### src/rtl/uart_rx_fifo_if.sv
// Handshake bundle between the UART receiver, the receive FIFO and its consumer.
// slave is the FIFO side, master is the receiver/consumer side.
`timescale 1ns/1ps
interface uart_rx_fifo_if #(
  parameter int BUS_WIDTH = 8,
  parameter int DEPTH     = 16
);
  localparam int CNT_WIDTH = $clog2(DEPTH) + 1;

  logic [BUS_WIDTH-1:0] in_data;
  logic                 in_valid;
  logic [BUS_WIDTH-1:0] out_data;
  logic                 out_valid;
  logic                 out_ready;
  logic [CNT_WIDTH-1:0] count;
  logic                 full;
  logic                 overflow;
  logic                 ovf_clr;
  logic                 timeout;

  modport slave (
    input  in_data, in_valid, out_ready, ovf_clr,
    output out_data, out_valid, count, full, overflow, timeout
  );

  modport master (
    output in_data, in_valid, out_ready, ovf_clr,
    input  out_data, out_valid, count, full, overflow, timeout
  );
endinterface

### src/rtl/uart_rx_fifo.sv
// Receive-side byte FIFO behind a UART receiver: strobe-in, valid/ready out,
// occupancy, sticky overflow and idle-line timeout.
`timescale 1ns/1ps
module uart_rx_fifo #(
  parameter int BUS_WIDTH      = 8,
  parameter int DEPTH          = 16,
  parameter int TIMEOUT_CYCLES = 17360
) (
  input logic          clk,
  input logic          rst,
  uart_rx_fifo_if.slave bus
);
  localparam int PTR_WIDTH = $clog2(DEPTH);
  localparam int CNT_WIDTH = PTR_WIDTH + 1;
  localparam int TMO_WIDTH = $clog2(TIMEOUT_CYCLES + 1);

  localparam logic [CNT_WIDTH-1:0] CNT_FULL = CNT_WIDTH'(DEPTH);
  localparam logic [TMO_WIDTH-1:0] TMO_MAX  = TMO_WIDTH'(TIMEOUT_CYCLES);

  logic [BUS_WIDTH-1:0] mem [DEPTH];
  logic [PTR_WIDTH-1:0] wr_ptr;
  logic [PTR_WIDTH-1:0] rd_ptr;
  logic [CNT_WIDTH-1:0] count_q;
  logic [TMO_WIDTH-1:0] tmo_cnt;
  logic                 overflow_q;

  logic empty;
  logic full;
  logic rd;
  logic wr;
  logic drop;

  // A read frees a slot in the same cycle, so a full FIFO still accepts a
  // byte when the consumer is draining; only a write with no read is dropped.
  assign empty = (count_q == '0);
  assign full  = (count_q == CNT_FULL);
  assign rd    = !empty && bus.out_ready;
  assign wr    = bus.in_valid && (!full || rd);
  assign drop  = bus.in_valid && full && !rd;

  // Storage write; reset-cycle strobes are ignored.
  // NOTE: the array has no reset -- pointers and count define which entries are
  // live, so clearing the data would only add reset fan-out for nothing.
  always_ff @(posedge clk) begin
    if (rst && wr) begin
      mem[wr_ptr] <= bus.in_data;
    end
  end

  // Pointers and occupancy count; pointers wrap naturally at DEPTH.
  // NOTE: every register here uses <= so all blocks see the pre-edge values of
  // wr/rd/count_q regardless of evaluation order.
  always_ff @(posedge clk) begin
    if (!rst) begin
      wr_ptr  <= '0;
      rd_ptr  <= '0;
      count_q <= '0;
    end else begin
      if (wr) wr_ptr <= wr_ptr + PTR_WIDTH'(1);
      if (rd) rd_ptr <= rd_ptr + PTR_WIDTH'(1);
      case ({wr, rd})
        2'b10:   count_q <= count_q + CNT_WIDTH'(1);
        2'b01:   count_q <= count_q - CNT_WIDTH'(1);
        default: count_q <= count_q;
      endcase
    end
  end

  // Sticky overflow: a drop wins over a clear in the same cycle.
  always_ff @(posedge clk) begin
    if (!rst) begin
      overflow_q <= 1'b0;
    end else if (drop) begin
      overflow_q <= 1'b1;
    end else if (bus.ovf_clr) begin
      overflow_q <= 1'b0;
    end
  end

  // Idle-line counter: restarts on every accepted byte or while empty,
  // otherwise counts up and parks at TIMEOUT_CYCLES. Reads do not restart it.
  always_ff @(posedge clk) begin
    if (!rst) begin
      tmo_cnt <= '0;
    end else if (wr || empty) begin
      tmo_cnt <= '0;
    end else if (tmo_cnt != TMO_MAX) begin
      tmo_cnt <= tmo_cnt + TMO_WIDTH'(1);
    end
  end

  assign bus.out_data  = empty ? '0 : mem[rd_ptr];
  assign bus.out_valid = !empty;
  assign bus.count     = count_q;
  assign bus.full      = full;
  assign bus.overflow  = overflow_q;
  assign bus.timeout   = (tmo_cnt == TMO_MAX) && !empty;
endmodule

### src/flat_wrapper.sv
// flat-port wrapper written by rule: the top's interface ports become plain ports
module uart_rx_fifo_flat 
#(
  parameter int BUS_WIDTH      = 8,
  parameter int DEPTH          = 16,
  parameter int TIMEOUT_CYCLES = 17360
)
  (clk, rst, bus_in_data, bus_in_valid, bus_out_ready, bus_ovf_clr, bus_out_data, bus_out_valid, bus_count, bus_full, bus_overflow, bus_timeout);
  uart_rx_fifo_if #(.BUS_WIDTH(BUS_WIDTH), .DEPTH(DEPTH)) bus_i ();
  input logic clk;
  input logic rst;
  input wire logic [$bits(bus_i.in_data)-1:0] bus_in_data;
  input wire logic [$bits(bus_i.in_valid)-1:0] bus_in_valid;
  input wire logic [$bits(bus_i.out_ready)-1:0] bus_out_ready;
  input wire logic [$bits(bus_i.ovf_clr)-1:0] bus_ovf_clr;
  output wire logic [$bits(bus_i.out_data)-1:0] bus_out_data;
  output wire logic [$bits(bus_i.out_valid)-1:0] bus_out_valid;
  output wire logic [$bits(bus_i.count)-1:0] bus_count;
  output wire logic [$bits(bus_i.full)-1:0] bus_full;
  output wire logic [$bits(bus_i.overflow)-1:0] bus_overflow;
  output wire logic [$bits(bus_i.timeout)-1:0] bus_timeout;
  assign bus_i.in_data = bus_in_data;
  assign bus_i.in_valid = bus_in_valid;
  assign bus_i.out_ready = bus_out_ready;
  assign bus_i.ovf_clr = bus_ovf_clr;
  assign bus_out_data = bus_i.out_data;
  assign bus_out_valid = bus_i.out_valid;
  assign bus_count = bus_i.count;
  assign bus_full = bus_i.full;
  assign bus_overflow = bus_i.overflow;
  assign bus_timeout = bus_i.timeout;
  uart_rx_fifo #(.BUS_WIDTH(BUS_WIDTH), .DEPTH(DEPTH), .TIMEOUT_CYCLES(TIMEOUT_CYCLES)) u_core (.clk(clk), .rst(rst), .bus(bus_i));
endmodule
### config.mk
export PLATFORM = sky130hd
export DESIGN_NAME = uart_rx_fifo_flat
export DESIGN_NICKNAME = d
export VERILOG_FILES = /design/src/rtl/uart_rx_fifo_if.sv /design/src/rtl/uart_rx_fifo.sv /design/src/flat_wrapper.sv
export SDC_FILE = /design/constraint.sdc
export NUM_CORES = 1
export LEC_CHECK = 0
export BUFFER_PORTS_ARGS = -buffer_cell sky130_fd_sc_hd__buf_4
export CORE_MARGIN = 3
export CORE_UTILIZATION = 40
export DETAILED_ROUTE_END_ITERATION = 6
export GPL_TIMING_DRIVEN = 0
export PLACE_DENSITY_LB_ADDON = 0.1
export SLEW_MARGIN = 5
export SYNTH_ARGS = -nofsm -noshare
export SYNTH_HDL_FRONTEND = slang
export SYNTH_SLANG_ARGS = --single-unit
### constraint.sdc
create_clock -name clk -period 4.1 [get_ports clk]
set_input_delay 0 -clock clk [delete_from_list [all_inputs] [get_ports clk]]
set_output_delay 0 -clock clk [all_outputs]
set_load 0.005 [all_outputs]
=== Word level (Yosys, flattened, before mapping) ===
Memories as Yosys holds them, arrays and structs flattened. A register that Yosys moved wholly into a read port is not among the register bits.
Cells that the tools add are included.

* Input port bits: 13
* Output and inout bits: 17
* Logic and storage cells: 40
* Bits in latches: 0
* Bits in registers: 29
* Memory bits (writable): 128
* Memories: 1
* ROM bits: 0

{| class="wikitable"
|+ Memories
! memory !! depth !! width !! rd ports !! clocked after memory_dff !! wr ports !! RTL line !! RTL
|-
| u_core.mem || 16 || 8 || 1 || 1 || 1 || uart_rx_fifo.sv:20 || <nowiki>logic [BUS_WIDTH-1:0] mem [DEPTH];</nowiki>
|}

* Muxes and demuxes: 8
* Reductions and logical operators: 15
* Divide/modulo/power cells: 0
* $lt $le $gt $ge: 0
* Multiply operators: 0
* Equality and inequality tests: 5
* Add/sub/neg operators: 5
* Shift-type cells: 0
* Bitwise gates (word level): 1

{| class="wikitable"
|+ Operators with widths
! cell !! count
|-
| adder 15 x 1 -> 15 bit, second input constant || 1
|-
| equality test 15 bit, second input constant || 1
|-
| != test 15 bit, second input constant || 1
|-
| case mux 5 bit (2 select lines) || 1
|-
| adder 4 x 1 -> 4 bit, second input constant || 2
|-
| two-way mux 4 bit || 2
|-
| two-way mux 8 bit || 1
|-
| logical AND 1 bit || 6
|-
| adder 5 x 1 -> 5 bit, second input constant || 1
|-
| equality test 5 bit, second input constant || 1
|-
| logical NOT 5 bit || 1
|-
| subtractor 5 x 1 -> 5 bit, second input constant || 1
|-
| two-way mux 1 bit || 4
|-
| nonzero test 2 bit || 2
|-
| logical NOT 1 bit || 3
|-
| equality test 2 x 1 -> 1 bit, second input constant || 1
|-
| equality test 2 bit, second input constant || 1
|-
| logical OR 1 bit || 2
|-
| OR reduction 2 bit || 1
|-
| NOT 1 bit || 1
|}

=== Longest topological paths before layout ===
Gate-level depths: netlist of the first run.

* Depth after elaboration: 8
* Mapped depth: 10
* Gate-level depth less buffers: 8

=== Least setup slack after synthesis of the first run ===
Ideal clock, no wire load.

* Path type: flip-flop to flip-flop
* Start point: register u_core.count_q[1] (netlist: u_core.bus.count[1])
* End point: register u_core.count_q[2] (netlist: u_core.bus.count[2])
* Period minus slack after synthesis: 2122 ps
* Slack: 1978 ps
* Data required time: 3977 ps
* Path buffers: 2
* Data arrival time: 1999 ps
* Library setup time: 123 ps
* Stages on the path, launching flop included: 11
* Path through: dfxtp_1 buf_6 or4_4 buf_6 nand2b_4 nand2_1 xnor2_1 ha_1 nor3_1 a32oi_1 mux2i_1

* Word-level cells in the longest chain between the ends: 7
* Elaborated cells on any way between the ends: 13
* Those cells by class: add/sub (2); eq/ne (3); mux (1); reduce/logical (7)

{| class="wikitable"
|+ Ends and longest elaborated chain
! item !! RTL line !! RTL
|-
| start: declaration || uart_rx_fifo.sv:23 || <nowiki>logic [CNT_WIDTH-1:0] count_q;</nowiki>
|-
| start signal: assignment || uart_rx_fifo.sv:62 || <nowiki>2'b10: count_q <= count_q + CNT_WIDTH'(1);</nowiki>
|-
| start signal: assignment || uart_rx_fifo.sv:63 || <nowiki>2'b01: count_q <= count_q - CNT_WIDTH'(1);</nowiki>
|-
| start signal: assignment || uart_rx_fifo.sv:64 || <nowiki>default: count_q <= count_q;</nowiki>
|-
| logical NOT 5 bit || uart_rx_fifo.sv:35 || <nowiki>assign empty = (count_q == '0);</nowiki>
|-
| logical NOT 1 bit || uart_rx_fifo.sv:37 || <nowiki>assign rd = !empty && bus.out_ready;</nowiki>
|-
| logical AND 1 bit || uart_rx_fifo.sv:37 ||
|-
| logical OR 1 bit || uart_rx_fifo.sv:38 || <nowiki>assign wr = bus.in_valid && (!full || rd);</nowiki>
|-
| logical AND 1 bit || uart_rx_fifo.sv:38 ||
|-
| equality test 2 x 1 -> 1 bit / equality test 2 bit (equally long branches) || uart_rx_fifo.sv:61 || <nowiki>case ({wr, rd})</nowiki>
|-
| case mux 5 bit (2 select lines) / nonzero test 2 bit (equally long branches) || - ||
|}

Several ways; a longest one is shown, not always the timed one.
A chain may end at the register's enable or synchronous reset.

==> results of run 1 <==
[worst min-delay path by stage]
stage	start	endpoint	slack [ps]	depth (start not counted)
2_1_floorplan	bus_in_data[0]	u_core.mem[0][0]$_DFFE_PP_	100	0
3_3_place_gp	bus_in_data[1]	u_core.mem[4][1]$_DFFE_PP_	310	1
3_5_place_dp	bus_in_data[1]	u_core.mem[7][1]$_DFFE_PP_	320	1
4_1_cts	bus_in_valid	u_core.bus.overflow$_SDFFE_PN0P_	30	3
5_1_grt	bus_in_valid	u_core.bus.overflow$_SDFFE_PN0P_	70	3
6_report	bus_in_valid	u_core.bus.overflow$_SDFFE_PN0P_	50	3
[per-stage QoR]
step / setup WS [ps] / util, % / hold slack [ps]
6_report: 1279 / 49.09 / 48.84
5_1_grt: 1045 / 49.09 / 74.97
4_1_cts: 1185 / 49.09 / 34.88
3_5_place_dp: 1650 / 44.45 / 322.2
3_3_place_gp: 1252 / 44.23 / 311.3
2_1_floorplan: 1978 / - / 98.87
[tightest hold or removal path, cell delays in order]
cell and delay (ps):
clkbuf_1 190, a21oi_1 180, nor2_1 50
[cell type report]
| cell class | count | area [µm²] |
|---|---|---|
| clock inverters | 10 | 157.7 |
| well taps | 216 | 270.3 |
| plain buffers | 24 | 122.6 |
| multi-input cells | 215 | 1967 |
| fillers | 1424 | 8147 |
| flip-flops and latches | 161 | 4504 |
| inverters | 6 | 22.52 |
| clock buffers | 22 | 474.2 |
| repair buffers | 41 | 335.3 |
[placed cells by master, fill, tap and decap left out, types with 13 or more instances in the layout]
master | Yosys | layout
dfxtp_1 | 33 | 33
xor2_1 | 14 | 14
nand2_1 | 14 | 14
nor2_1 | 35 | 35
clkbuf_16 | 0 | 17
a21oi_1 | 13 | 13
clkbuf_1 | 13 | 15
buf_4 | 1 | 31
edfxtp_1 | 128 | 128
mux4_2 | 32 | 32
mux2i_1 | 15 | 15
nand3_1 | 13 | 13
[power by group through the flow]
stage / clock [mW] / combinational (mW) / sequential [mW]
finish: 1.67 / 0.878 / 1.86
global route: 1.78 / 0.963 / 1.86
CTS: 1.70 / 0.903 / 1.86
detailed placement: 0 / 0.892 / 1.89
global placement: 0 / 0.884 / 1.89
floorplan: 0 / 0.580 / 1.88
[layer usage]
layer	track usage [%]	part of all wire, %	up-vias
li1	-	-	1687
met1	21.78	45	1774
met2	25.00	49	64
met3	3.826	4.6	12
met4	5.204	1.1	0
met5	0	0	-
[state kept, by name, summed over array words and instances (netlist names), named ones only]
register             cells
u_core.mem             128
u_core.bus.overflow      1
u_core.wr_ptr            4
u_core.tmo_cnt          15
u_core.rd_ptr            4
u_core.bus.count         5
[kinds of logic (layout without fill, tap and decap cells)]
family	after synthesis	in the layout	share of synthesized area (%)
xor+xnor	17	17	2.257
buf+inv	30	103	2.200
mux	55	55	14.57
compound gates	35	35	3.244
fa+ha+maj	8	8	1.518
simple gates	100	100	7.929
flops	161	161	68.29
==> impl_metrics.ini, run 1 <==
[power]
sw_frac_of_total_pct = 24.68
p_clk_share_pct = 37.9
comb_power_share_pct = 19.9
peakVddDrop_uv = 300.8
p_leak_nw = 2.612
pwr_density_cell_nw_per_um2 = 560.8
p_total_mw = 4.404
pwr-share-seq_pct = 42.1
p_int_mw = 3.317
power_switching_mw = 1.087

[global_routing]
grt_max_degree = 17
grt_pass1_vias = 3680
grt_pass1_wl_um = 21060
grt_use_total_pct = 15.84
grt.overflow.total = 0
antenna_found_initial = 0

[sta]
timing.final.crit_period_ps = 2821
skew_ps = 7.268
hold_viol = 0
tns_ps = 0
finalSetupViolCount = 0
slew_headroom_pct = 33.92
finalCritPeriodShare_pct = 68.82
slew_violations = 0
rsz0062_at_grt = no
tightest_slew_ps = 987.5
fmax_mhz = 354.4

[logic_synthesis]
seq_area_frac_synth_pct = 68.29
netlist_instances = 406
synthTopCellsByCount = 128 x edfxtp_1, 35 x nor2_1, 33 x dfxtp_1
yosysMostFrequentCell = edfxtp_1
synthTopCellsByArea = edfxtp_1 58%, mux4_2 11%, dfxtp_1 10%
ys_warn_count = 0
synthArstFlopShare_pct = 0
yosysTopAreaCellShare_pct = 58.27
synth_area_per_cell_um2 = 16.25
synth_flop_cell = edfxtp_1
synth_top_area_cell = edfxtp_1
postSynthNetCount = 427
syn-cell-area_um2 = 6596
ys_types = 43
ys_ff_latch = 161
synth_edf_count = 128

[finish]
layout.nets = 487
instances_no_fill = 695
syn_to_final_growth_pct = 19.06
design_area_um2 = 7854
drive_above_1_share_pct = 24.43
n_antenna_cell = 0

[floorplanning]
start_util_pct = 41.23
fp.dieArea_um2 = 18070
fp.dieW_um = 134.4
fp.dieH_um = 134.4
fp-row-count = 46
io_pins = 30
fp.coreArea_um2 = 16000

[clock_network]
cts_setup_buffers = 0
clkSinkCount = 161
cts_buffers = 17
cts.reportedPaths.clkPinSlew_ps = 60
ctsHtreeMaxLevel = 4
insertion_delay_ps = 420
clockRootBuffer = clkbuf_16
clockBufferDepth = 2
cts_tree = yes
cts_resized = 0
cts.hold.buffers_added = 11

[drt]
vias = 3537
drtIter0Drc = 267
wl_per_cell_um = 19.03
viasPerCell = 5.089
route.detailed.drc = 0
dr.pass1.iters = 4
ant_nets = 0
drt-total-wl_um = 13230

[placement]
dp.cells = 652
port_buffers = 28
gp_congestion = 0.7889
hpwl_um = 8592
dpl_cell_area_um2 = 7112

[critical_path]
timing.rr.start = u_core.bus.count[0]$_SDFFE_PN0P_
path_depth = 7
cp.arrival_ps = 2820
cp_data_required_time_ps = 4100
worstPathCellList = clkbuf_1, clkbuf_1, mux4_2, mux2_2, o21ai_0, a21oi_1, buf_4
cpPeakStageDelay_ps = 610
crit_type = flop to output pin
path_delay_family = buffers and inverters
end_kind = output pin
r2r_end = u_core.mem[9][6]$_DFFE_PP_
worst-path-buf-inv = 3
cp_common_cell = clkbuf_1
slowest_stage = clkbuf_1
crit_path_start_kind = flop
crit_end = bus_out_data[1]
reg2reg_setup_slack_ps = 1740
worst_r2r_path_depth = 5
worst-path-max-fanout = 10

[min_path]
worstHoldPathType = input pin to flop

[status]
outcome = finished, final reports clean

[run]
drv_cap = 0
No activity file was read; power rests on OpenSTA's default activity.
==> run 2, diff against run 1 <==
==> constraint.sdc (replaced) <==
create_clock -name clk -period 2.3 [get_ports clk]
set_input_delay 0 -clock clk [delete_from_list [all_inputs] [get_ports clk]]
set_output_delay 0 -clock clk [all_outputs]
set_load 0.005 [all_outputs]
==> run 2 against run 1 <==
Sequential power rose by 78%. Clock power is 78% higher. Sequential share of layout area is 1.1 points lower. Via count grew 1.6%. Final area increased by 2.1%. Non-clock buffer count increased by 5. Clock skew decreased by 2.0 ps. Register-to-register slack got worse by 1600 ps. Combinational power grew 100%. Wire length is 0.93% higher. Die area did not move. Critical path type is now flop to flop. Largest cell class unchanged. Largest power group unchanged.
==> impl_metrics.ini, run 2 (synthesized netlist as in run 1, its figures left out) <==
[clock_network]
clkSinkCount = 161
ctsHtreeMaxLevel = 4
clockBufferDepth = 2
cts_buffers = 17
cts.reportedPaths.clkPinSlew_ps = 60
clockRootBuffer = clkbuf_16
insertion_delay_ps = 420
cts_tree = yes

[finish]
syn_to_final_growth_pct = 21.59
most-common-layout-cells = 128 x edfxtp_1, 41 x buf_4, 32 x mux4_2
nFillCells = 1414
layout.nets = 492
largest_register = u_core.mem
n_antenna_cell = 0
drive_above_1_share_pct = 29.96
largest_reg_flops = 128
layout_commonest_cell = edfxtp_1

[floorplanning]
fp.dieH_um = 134.4
fp.coreArea_um2 = 16000
fp-row-count = 46
start_util_pct = 41.23
io_pins = 30
fp.dieArea_um2 = 18070
fp.dieW_um = 134.4

[critical_path]
crit_path_start_kind = flop
startpoint = u_core.bus.count[0]$_SDFFE_PN0P_
worst-path-buf-inv = 0
worst-path-max-fanout = 8
crit_type = flop to flop
cp_data_required_time_ps = 2340
end_kind = flop
timing.rr.start = u_core.bus.count[0]$_SDFFE_PN0P_
worstPathCellList = or4_4, o21a_4, nand3_1, nor2_1
path_delay_family = simple AND/OR/NAND/NOR gates
cpPeakStageDelay_ps = 710
slowest_stage = nor2_1
cp.arrival_ps = 2240

[sta]
tightest_slew_ps = 845.6
slew_violations = 0
rsz0062_at_grt = yes
fin_hold_ws_ps = 47.74
hold_viol = 0
skew_ps = 5.293
slew_headroom_pct = 43.42
fmax_mhz = 455.1
finalSetupViolCount = 0
timing.final.crit_period_ps = 2197
finalCritPeriodShare_pct = 95.54

[placement]
hpwl_um = 8592
gp_congestion = 0.7889
port_buffers = 28

[global_routing]
antenna_found_initial = 0
grt_pass1_vias = 3697
grt.overflow.total = 0
grt_pass1_wl_um = 21070
grt_use_total_pct = 15.83
grt_max_degree = 17

[run]
drv_cap = 0

[drt]
dr.pass1.iters = 4
drt-total-wl_um = 13350
viasPerCell = 5.134
wl_per_cell_um = 19.07
vias = 3594
route.detailed.drc = 0
ant_nets = 0
drtIter0Drc = 259

[power]
p_total_mw = 8.066
p_leak_nw = 2.671
pwr_density_cell_nw_per_um2 = 1006
peakVddDrop_uv = 537.6

[status]
outcome = finished, final reports clean

[min_path]
hold_start = bus_in_valid
worstHoldPathType = input pin to flop
[run 2: cell count changes in the layout (fill, tap and decap cells not counted), moves of 2 or more]
cell,previous run,this run
buf_4,31,41
nor2_2,0,10
nor2_1,35,25
dfxtp_1,33,31
buf_2,5,0
clkbuf_1,15,11
o21ai_0,11,9
buf_1,2,0
clkbuf_8,3,5
[run 2: per-stage QoR]
stage               cell area [µm²]  worst slack [ps]  utilization (%)  setup TNS, ps  cells
global route                   8020            -41.61            50.13         -512.6    700
finish                         8020             102.6            50.13              0    700
detailed placement             7112            -150.0            44.45          -2468    652
CTS                            7936             2.299            49.60              0    693
global placement               7077            -547.8            44.23         -15040    650
floorplan                      6596             178.0                -              0    406
[run 2: what timing repair did]
| action | in CTS | in global routing |
|---|---|---|
| setup endpoints to repair | 64 | 49 |
| pin swaps | 0 | 3 |
| endpoints found under the hold margin | 138 | 0 |
| hold buffers | 11 | 0 |
| cloned | 0 | 0 |
| buffers inserted | 0 | 8 |
| resized for setup | 37 | 9 |
[run 2: final cells by class]
cell class                 count  area (µm²)  area share [%]
clock inverter                10       157.7           1.966
inverter                       6       22.52          0.2808
buffer                        21       171.4           2.137
sequential                   161        4509           56.22
timing repair buffer          49       395.4           4.930
tap                          216       270.3           3.370
multi-input combinational    215        2019           25.18
clock buffer                  22       474.2           5.913
[run 2: final timing paths]
check	cells past startpoint	endpoint	slack [ps]
worst max-delay path	4	u_core.mem[14][3]$_DFFE_PP_	100
worst max register to register	4	u_core.mem[14][3]$_DFFE_PP_	100
worst min-delay path	3	u_core.bus.overflow$_SDFFE_PN0P_	50
worst min register to register	2	u_core.tmo_cnt[14]$_SDFFE_PP0P_	480
[run 2: where the power goes]
part | leakage, nW | internal, mW | switching (mW) | total (mW)
logic | 0.945 | 0.947 | 0.820 | 1.77
clock network | 0.304 | 1.90 | 1.08 | 2.98
registers | 1.42 | 3.23 | 0.0895 | 3.32
total | 2.67 | 6.07 | 1.99 | 8.07
[run 2: worst reg2reg max path: cells and delay by family (launching register included)]
| kind | cells | cell delay [ps] |
|---|---|---|
| and+or+nand+nor | 3 | 1150 |
| DFF | 1 | 480 |
| AOI/OAI and AO/OA | 1 | 190 |
[run 2: metal layers]
layer	up-vias	GRT usage, %	part of all wire, %	wire length [µm]
li1	1699	-	-	-
met5	-	0	0	0
met1	1821	21.68	46	6166
met3	12	3.826	3.4	460
met2	62	25.08	49	6585
met4	0	5.204	1.0	138
